### config.mk
export PLATFORM = sky130hd
export DESIGN_NAME = gps_code_sched
export DESIGN_NICKNAME = d
export VERILOG_FILES = /design/src/rtl/gps_code_sched.sv
export SDC_FILE = /design/constraint.sdc
export NUM_CORES = 1
export LEC_CHECK = 0
export CAP_MARGIN = 20
export CORE_ASPECT_RATIO = 0.6
export CORE_MARGIN = 5
export CORE_UTILIZATION = 52
export CTS_BUF_LIST = sky130_fd_sc_hd__clkbuf_8
export CTS_CLUSTER_DIAMETER = 50
export CTS_CLUSTER_SIZE = 28
export DETAILED_ROUTE_END_ITERATION = 8
export PLACE_DENSITY = 0.83
export SYNTH_ARGS = -nofsm -noshare
export SYNTH_HDL_FRONTEND = slang
export SYNTH_SLANG_ARGS = --single-unit
### constraint.sdc
create_clock -name wb_clk_i -period 2.1 [get_ports wb_clk_i]
set_clock_uncertainty 0.1 [all_clocks]
set_input_delay 0.42 -clock wb_clk_i [delete_from_list [all_inputs] [get_ports wb_clk_i]]
set_output_delay 0.42 -clock wb_clk_i [all_outputs]
set_load 0.05 [all_outputs]
### src/rtl/gps_code_sched.sv
// gps_code_sched: round-robin sharing of one GPS code core across NUM_SV slots, results queued in a DEPTH-entry FIFO.
// Latency: IDLE->SELECT 1 cycle, gen_next_o rises the cycle after SELECT, slot period N+4 for an N-cycle core.
// Backpressure: a full FIFO (pre-pop count) holds the FSM in CAPTURE; GPS_SCHED_TIMEOUT_EN builds the phase timeout.
module gps_code_sched #(
    parameter int NUM_SV  = 4,
    parameter int DEPTH   = 2,
    parameter int TIMEOUT = 4096
) (
    input  logic                wb_clk_i,
    input  logic                wb_rst_i,
    input  logic                run_i,
    input  logic [NUM_SV-1:0]   slot_en_i,
    input  logic [6*NUM_SV-1:0] sv_table_i,
    input  logic                err_clr_i,
    output logic [5:0]          sv_num_o,
    output logic                gen_next_o,
    input  logic                codes_valid_i,
    input  logic [12:0]         ca_code_i,
    input  logic [127:0]        p_code_i,
    input  logic [127:0]        l_code_i,
    output logic                out_valid_o,
    input  logic                out_ready_i,
    output logic [5:0]          out_sv_o,
    output logic [12:0]         out_ca_o,
    output logic [127:0]        out_p_o,
    output logic [127:0]        out_l_o,
    output logic                busy_o,
    output logic                err_o
);
    localparam int SLOT_W = (NUM_SV > 1) ? $clog2(NUM_SV) : 1;

    if (NUM_SV < 1 || NUM_SV > 8 || DEPTH < 2 || (DEPTH & (DEPTH - 1)) != 0 || TIMEOUT < 2) begin : g_bad_params
        $error("gps_code_sched: illegal parameter set");
    end

    typedef enum logic [2:0] {IDLE, SELECT, START, RUN, CAPTURE} state_t;

    typedef struct packed {
        logic [5:0]   sv;
        logic [12:0]  ca;
        logic [127:0] p;
        logic [127:0] l;
    } entry_t;

    state_t              r_state;
    logic [SLOT_W-1:0]   r_last_slot;
    logic [5:0]          r_sv_num;
    logic                r_gen_next;
    logic                r_busy;

    entry_t              r_fifo_dat [DEPTH];
    logic [DEPTH-1:0]    r_fifo_vld;
    entry_t              w_fifo_dat [DEPTH];
    logic [DEPTH-1:0]    w_fifo_vld;
    entry_t              w_push_dat;

    logic                w_full;
    logic                w_push;
    logic                w_pop;
    logic                w_sel_found;
    logic [SLOT_W-1:0]   w_sel_idx;
    logic                w_abort;

    // First enabled slot after the last one served, wrapping.
    always_comb begin
        int j;
        j           = 0;
        w_sel_found = 1'b0;
        w_sel_idx   = '0;
        for (int k = 1; k <= NUM_SV; k++) begin
            j = int'(r_last_slot) + k;
            if (j >= NUM_SV) begin
                j = j - NUM_SV;
            end
            if (!w_sel_found && slot_en_i[j]) begin
                w_sel_found = 1'b1;
                w_sel_idx   = SLOT_W'(j);
            end
        end
    end

    // Shift-register FIFO: entry 0 is always the head so outputs come straight from flops.
    assign w_full     = r_fifo_vld[DEPTH-1];
    assign w_pop      = r_fifo_vld[0] & out_ready_i;
    assign w_push     = (r_state == CAPTURE) && !w_full;
    assign w_push_dat = {r_sv_num, ca_code_i, p_code_i, l_code_i};

    always_comb begin
        logic done;
        done       = 1'b0;
        w_fifo_vld = r_fifo_vld;
        w_fifo_dat = r_fifo_dat;
        if (w_pop) begin
            for (int i = 0; i < DEPTH - 1; i++) begin
                w_fifo_vld[i] = r_fifo_vld[i+1];
                w_fifo_dat[i] = r_fifo_dat[i+1];
            end
            w_fifo_vld[DEPTH-1] = 1'b0;
        end
        if (w_push) begin
            for (int i = 0; i < DEPTH; i++) begin
                if (!done && !w_fifo_vld[i]) begin
                    w_fifo_vld[i] = 1'b1;
                    w_fifo_dat[i] = w_push_dat;
                    done          = 1'b1;
                end
            end
        end
    end

    always_ff @(posedge wb_clk_i or negedge wb_rst_i) begin
        if (!wb_rst_i) begin
            r_fifo_vld <= '0;
            for (int i = 0; i < DEPTH; i++) begin
                r_fifo_dat[i] <= '0;
            end
        end else begin
            r_fifo_vld <= w_fifo_vld;
            r_fifo_dat <= w_fifo_dat;
        end
    end

`ifdef GPS_SCHED_TIMEOUT_EN
    localparam int CNT_W = $clog2(TIMEOUT) + 1;

    logic [CNT_W-1:0] r_cnt;
    logic             r_err;
    logic             w_expired;

    assign w_expired = (r_cnt == CNT_W'(TIMEOUT - 1));
    assign w_abort   = w_expired && (((r_state == START) && codes_valid_i) ||
                                     ((r_state == RUN) && !codes_valid_i));

    always_ff @(posedge wb_clk_i or negedge wb_rst_i) begin
        if (!wb_rst_i) begin
            r_cnt <= '0;
        end else if ((r_state == SELECT && w_sel_found) || (r_state == START && !codes_valid_i)) begin
            r_cnt <= '0;
        end else if ((r_state == START || r_state == RUN) && !w_expired) begin
            r_cnt <= r_cnt + CNT_W'(1);
        end
    end

    // A clear in the same cycle as an abort wins.
    always_ff @(posedge wb_clk_i or negedge wb_rst_i) begin
        if (!wb_rst_i) begin
            r_err <= 1'b0;
        end else if (err_clr_i) begin
            r_err <= 1'b0;
        end else if (w_abort) begin
            r_err <= 1'b1;
        end
    end

    assign err_o = r_err;
`else
    assign w_abort = 1'b0;
    assign err_o   = 1'b0;
`endif

    always_ff @(posedge wb_clk_i or negedge wb_rst_i) begin
        if (!wb_rst_i) begin
            r_state     <= IDLE;
            r_last_slot <= SLOT_W'(NUM_SV - 1);
            r_sv_num    <= '0;
            r_gen_next  <= 1'b0;
            r_busy      <= 1'b0;
        end else begin
            case (r_state)
                IDLE: begin
                    if (run_i && |slot_en_i) begin
                        r_state <= SELECT;
                        r_busy  <= 1'b1;
                    end
                end
                SELECT: begin
                    if (w_sel_found) begin
                        r_state     <= START;
                        r_sv_num    <= sv_table_i[6*w_sel_idx +: 6];
                        r_last_slot <= w_sel_idx;
                        r_gen_next  <= 1'b1;
                    end else begin
                        r_state <= IDLE;
                        r_busy  <= 1'b0;
                    end
                end
                START: begin
                    if (!codes_valid_i) begin
                        r_state    <= RUN;
                        r_gen_next <= 1'b0;
                    end else if (w_abort) begin
                        r_state    <= run_i ? SELECT : IDLE;
                        r_busy     <= run_i;
                        r_gen_next <= 1'b0;
                    end
                end
                RUN: begin
                    if (codes_valid_i) begin
                        r_state <= CAPTURE;
                    end else if (w_abort) begin
                        r_state <= run_i ? SELECT : IDLE;
                        r_busy  <= run_i;
                    end
                end
                CAPTURE: begin
                    // The core holds its codes while gen_next_o is low, so waiting here is lossless.
                    if (!w_full) begin
                        r_state <= run_i ? SELECT : IDLE;
                        r_busy  <= run_i;
                    end
                end
                default: begin
                    r_state    <= IDLE;
                    r_gen_next <= 1'b0;
                    r_busy     <= 1'b0;
                end
            endcase
        end
    end

    assign sv_num_o    = r_sv_num;
    assign gen_next_o  = r_gen_next;
    assign busy_o      = r_busy;
    assign out_valid_o = r_fifo_vld[0];
    assign out_sv_o    = r_fifo_dat[0].sv;
    assign out_ca_o    = r_fifo_dat[0].ca;
    assign out_p_o     = r_fifo_dat[0].p;
    assign out_l_o     = r_fifo_dat[0].l;

endmodule

Word-level counts from Yosys, hierarchy flattened
Cells that the tools add are included.
{ "totals": {"word_cells": 113, "regBits": 565, "input_bits": 303, "output_inout_bits": 285} }
{ "op_classes": {"n_reduce_logical": 21, "add_sub_neg": 8, "n_mux": 47, "shifts": 1, "n_eq_ne": 10, "multipliers": 1, "magnitude_cmp": 8, "bitwise": 3} }
{ "op_table": {"columns": ["op", "n"], "rows": [
  ["$mux W275", 3],
  ["$mux W550", 1],
  ["$lt A32 B4 Y1 const B", 4],
  ["$mux W32", 4],
  ["$shiftx A24 B6 Y6", 1],
  ["$mux W1", 21],
  ["$pmux W3 S5", 1],
  ["$mux W2", 7],
  ["$mux W3", 4],
  ["$ne A2 B2 Y1 const B", 6],
  ["$sub A3 B3 Y4 const B", 3],
  ["$ge A3 B3 Y1 const B", 3],
  ["$bmux W1 S2", 4],
  ["$reduce_and A4 Y1", 2],
  ["$add A2 B2 Y3 const B", 2],
  ["$eq A3 B2 Y1 const B", 2],
  ["$logic_and A1 B1 Y1", 6],
  ["$logic_not A1 Y1", 6],
  ["$sub A4 B3 Y5 const B", 1],
  ["$add A2 B3 Y4 const B", 1],
  ["$ge A4 B3 Y1 const B", 1],
  ["$mul A2 B2 Y4 const A", 1],
  ["$pmux W1 S4", 1],
  ["$reduce_and A2 Y1", 2],
  ["other kinds (11)", 12]
]} }

Depth between registers and ports, before layout
{ "logic_depth": {"depth_word": 18, "depth_mapped": 8, "mapped_depth_nobuf": 5} }

Least setup slack after synthesis
No wires, ideal clock.
{ "synth_timing": {"kind": "reg2reg", "startpoint": "register r_last_slot[1]", "endpoint": "register r_sv_num[2], in the netlist sv_num_o[2]", "path_stages_with_launch": 7, "setup_ps": 87, "n_path_buf": 1, "arrival_ps": 1686, "required_time_ps": 1913, "slack_ps": 227, "period_less_slack_ps": 1873, "cell_sequence": "dfstp_2 -> mux2i_1 -> o22ai_1 -> a21oi_2 -> buf_2 -> mux2_2 -> o211ai_1"} }
{ "synth_between": {"elab_chain_cells": 18, "elab_cells_between_ends": 45, "classes_between": "add/sub (8); mul (1); order compare (4); shift (1); mux (24); reduce/logical (7)"} }
{ "synth_lines": {"columns": ["item", "line_no", "text"], "rows": [
  ["from (decl)", "46", "logic [SLOT_W-1:0] r_last_slot;"],
  ["from (signal assigned)", "164", "r_last_slot <= SLOT_W'(NUM_SV - 1);"],
  ["from (signal assigned)", "180", "r_last_slot <= w_sel_idx;"],
  ["$add A2 B1 Y3", "71", "j = int'(r_last_slot) + k;"],
  ["$sub A3 B3 Y4 / $ge A3 B3 Y1 (equally long branches)", "73, 72", null],
  ["$mux W32", "72", "if (j >= NUM_SV) begin"],
  ["$bmux W1 S2", "75", "if (!w_sel_found && slot_en_i[j]) begin"],
  ["$mux W1 (not written as such) (2 in a row)", "75", null],
  ["$mux W1", "75", null],
  ["$logic_not A1 Y1", "75", null],
  ["$logic_and A1 B1 Y1", "75", null],
  ["$mux W1", "75", null],
  ["$logic_not A1 Y1", "75", null],
  ["$logic_and A1 B1 Y1", "75", null],
  ["$mux W1", "75", null],
  ["$logic_not A1 Y1", "75", null],
  ["$logic_and A1 B1 Y1", "75", null],
  ["$mux W2", "75", null],
  ["$mul A2 B2 Y4", "179", "r_sv_num <= sv_table_i[6*w_sel_idx +: 6];"],
  ["$shiftx A24 B6 Y6", "179", null],
  ["to (signal assigned)", "179", null],
  ["to (decl)", "47", "logic [5:0] r_sv_num;"]
]} }
Parallel ways exist; a longest one is shown, timed or not. The select of a mux whose other input is x is not followed.
A chain may end at the register's enable or synchronous reset.

Worst setup path after layout
{ "layout_timing": {"startpoint": "register r_fifo_dat, in the netlist out_p_o[65]", "endpoint": "output out_p_o[65]"} }
{ "layout_rtl": {"columns": ["item", "line_no", "text"], "rows": [
  ["from (decl)", "51", "entry_t r_fifo_dat [DEPTH];"],
  ["from (signal assigned)", "119", "r_fifo_dat <= w_fifo_dat;"],
  ["to (decl)", "25", "output logic [127:0] out_p_o,"]
]} }
No word-level cell between the ends.

==> run metrics <==
Hold Crit Class in -> async; Max Fclk 492 MHz; Mapped Cells between 2000 and 2500; WL/cell between 20 and 25 um; DP HPWL roughly 52000 um; R2R Setup Slk 0.10 ns; FILL cells 3553; vias per cell 5.54; P_leak 15.4 nW; outcome finished, final reports clean; Worst Path Arrival about 1.5 ns; DR vias 19200; drt first-iter violations 1152; Setup Buffers After CTS 0; area leader, netlist dfrtp_1; Detail Route Antenna Nets 0; Tot Pwr 0.0423 W; die area 53800 um2; Critical path buffers and inverters 1; Crit. End Element primary output; Critical Path Start Type flip-flop; Placer Congestion 0.869; RSZ-0062 raised after global routing false; DRT Wirelength ~71000 um; register area share after synthesis 0.553; H-tree Lvls 2; TritonCTS Sinks around 570; DRT Pass-1 Iters 5; R2R cell count 6; Clock Latency Late Sink 0.60 ns; Max FO, Critical Path 2; slowest CP cell dlygate4sd2_1; Distinct cells, synth 38; share of layout cells above drive strength 1 0.165; #FFs+latches synth 565; Crit path max-delay family buffers and inverters; first-pass GRT wire length 112000 um; clock-pin transition on the worst setup and hold timing paths 0.14 ns; Core Rows 62; peak supply drop approximately 1.0 mV; Clock Path Buffers 3; Placed Cells incl. Taps 3400; dpl ws -0.209 ns; Ys Warns 0; fin nets 3102; crit path time final approximately 2.0 ns; CTS Buf Count 36; PortBufs between 500 and 600; IO Pins 588; Fin Setup TNS 0 ns; Mapped Nets 2766; worst hold-check slack about 0.17 ns; post-route setup slack 0.0678 ns; Cell Chain, Critical Path dlygate4sd2_1; MaxCap Viol Count 0; # DRC 0; vias in the first global route between 20000 and 25000; Die Ht 182 um; non-filler cells, final approximately 3500; largest net degree at the start of global routing between 80 and 90; total core area 48200 um2; crit path kind reg -> out; share of the synthesized area in the top cell type 0.551; slew at the pin closest to its max-slew limit around 0.55 ns; Critical Path RT 1.58 ns; setup violators final 0; crit share post-route 0.968; initial antenna violation count 6; Synth area leaders dfrtp_1 55%, mux2_1 11%, buf_4 8.4%, nand2_1 8.3%, a31oi_1 6.7%; Syn-to-layout area delta 22.7%; Post-Syn Area 25600 um2; residual overflow from global routing 0; Root Driver clkbuf_8; Initial Util 0.530; GRT Overall Usage 0.256; PwrDens around 1300 nW/um2; Reg2Reg Launch Point r_state[2]; mean area per synthesized cell 10.4 um2; R2R Path End r_fifo_dat[101]; Worst slew margin 0.636; fin. max-slew vios 0; die width 296 um; Final Hold Fails 0; CTS tree yes; Worst path max stage delay 0.54 ns
[kinds of logic (layout without fill, tap and decap cells)]
group / count (synthesis) / after routing / synth area share
AOI/OAI and AO/OA: 296 / 296 / 0.0729
other: 1 / 7 / 0.000147
buffers and inverters: 436 / 798 / 0.114
and+or+nand+nor: 876 / 876 / 0.133
DFF: 565 / 565 / 0.553
muxes: 289 / 289 / 0.127
[flip-flops by register name, summed over array words and instances (netlist names)]
signal       flops
r_state          3
out_ca_o        13
r_last_slot      2
r_fifo_vld       2
out_p_o        128
out_sv_o         6
gen_next_o       1
sv_num_o         6
r_fifo_dat     275
out_l_o        128
busy_o           1
[power breakdown]
| group | switching, W | leakage (nW) | internal, W |
|---|---|---|---|
| combinational | 0.0139 | 7.56 | 0.00591 |
| clock | 0.00396 | 0.433 | 0.00230 |
| sequential | 0.00208 | 7.46 | 0.0141 |
| total | 0.0200 | 15.4 | 0.0223 |
[how the worst max path moves through the flow]
stage                   start  cells past startpoint        endpoint
4_1_cts           out_l_o[54]                      1     out_l_o[54]
2_1_floorplan  r_last_slot[1]                      6     sv_num_o[2]
6_report          out_p_o[65]                      1     out_p_o[65]
3_3_place_gp      out_ready_i                      5  r_fifo_dat[29]
5_1_grt           out_p_o[82]                      1     out_p_o[82]
3_5_place_dp     slot_en_i[3]                      8     sv_num_o[0]
[through the flow]
stage	area [um2]	util
after floorplan	25600	-
after global placement	30800	0.640
after detailed placement	30800	0.640
after CTS	31600	0.657
after global routing	31400	0.651
final	31400	0.651
[cells in the final DEF (no fill, tap or decap), types with 3 or more instances in the layout]
cell type        instances
clkinvlp_4               4
o211ai_1                 8
dfrtp_1                563
a31oi_1                275
o21ai_0                  5
inv_12                   6
diode_2                  6
clkdlybuf4s15_2         15
nand2_1                566
dlygate4sd2_1           14
nand2b_1                 3
nand3_1                 13
clkinv_4                 3
a21oi_1                  4
buf_12                  53
clkdlybuf4s50_1        300
mux2i_1                  8
buf_4                  197
clkbuf_2                78
mux2_1                 239
nor2_1                 277
mux2_2                  42
clkdlybuf4s15_1         72
clkbuf_8                40
[synth_stat cells (all sizes together)]
cell type	number
nor2	280
nand3b	2
nor3b	1
nand3	14
nand2	567
nand2b	3
o31ai	1
o211ai	8
and3b	1
dfstp	2
nor4	1
o21ai	5
inv	3
o22ai	1
buf	357
mux2i	8
clkbuf	76
and2	1
or2	2
nand4b	1
a22o	1
a21oi	5
mux2	281
dfrtp	563
nor4b	1
conb	1
a31oi	275
nor2b	2
[final cells by class]
class | instances | area [um2] | area share
Timing Repair Buffer | 731 | 6970 | 0.222
Antenna cell | 6 | 15.0 | 0.000479
Tap cell | 640 | 801 | 0.0255
Sequential cell | 565 | 14100 | 0.451
Clock buffer | 40 | 551 | 0.0176
Inverter | 3 | 11.3 | 0.000359
Clock inverter | 24 | 342 | 0.0109
Multi-Input combinational cell | 1462 | 8530 | 0.272
[metal layers]
metal | part of all wire | routed length (um) | GRT usage
met1 | 0.40 | 28000 | 0.329
met5 | 0 | 0 | 0
met4 | 0.051 | 3600 | 0.110
met2 | 0.49 | 34600 | 0.431
met3 | 0.061 | 4280 | 0.0474
[repair_timing]
| action | in CTS | in global routing |
|---|---|---|
| resized for setup | 284 | 153 |
| hold buffers | 1 | 0 |
| hold endpoints to repair | 188 | 0 |
| setup endpoints to repair | 179 | 136 |
No activity file was read; power rests on OpenSTA's default activity.
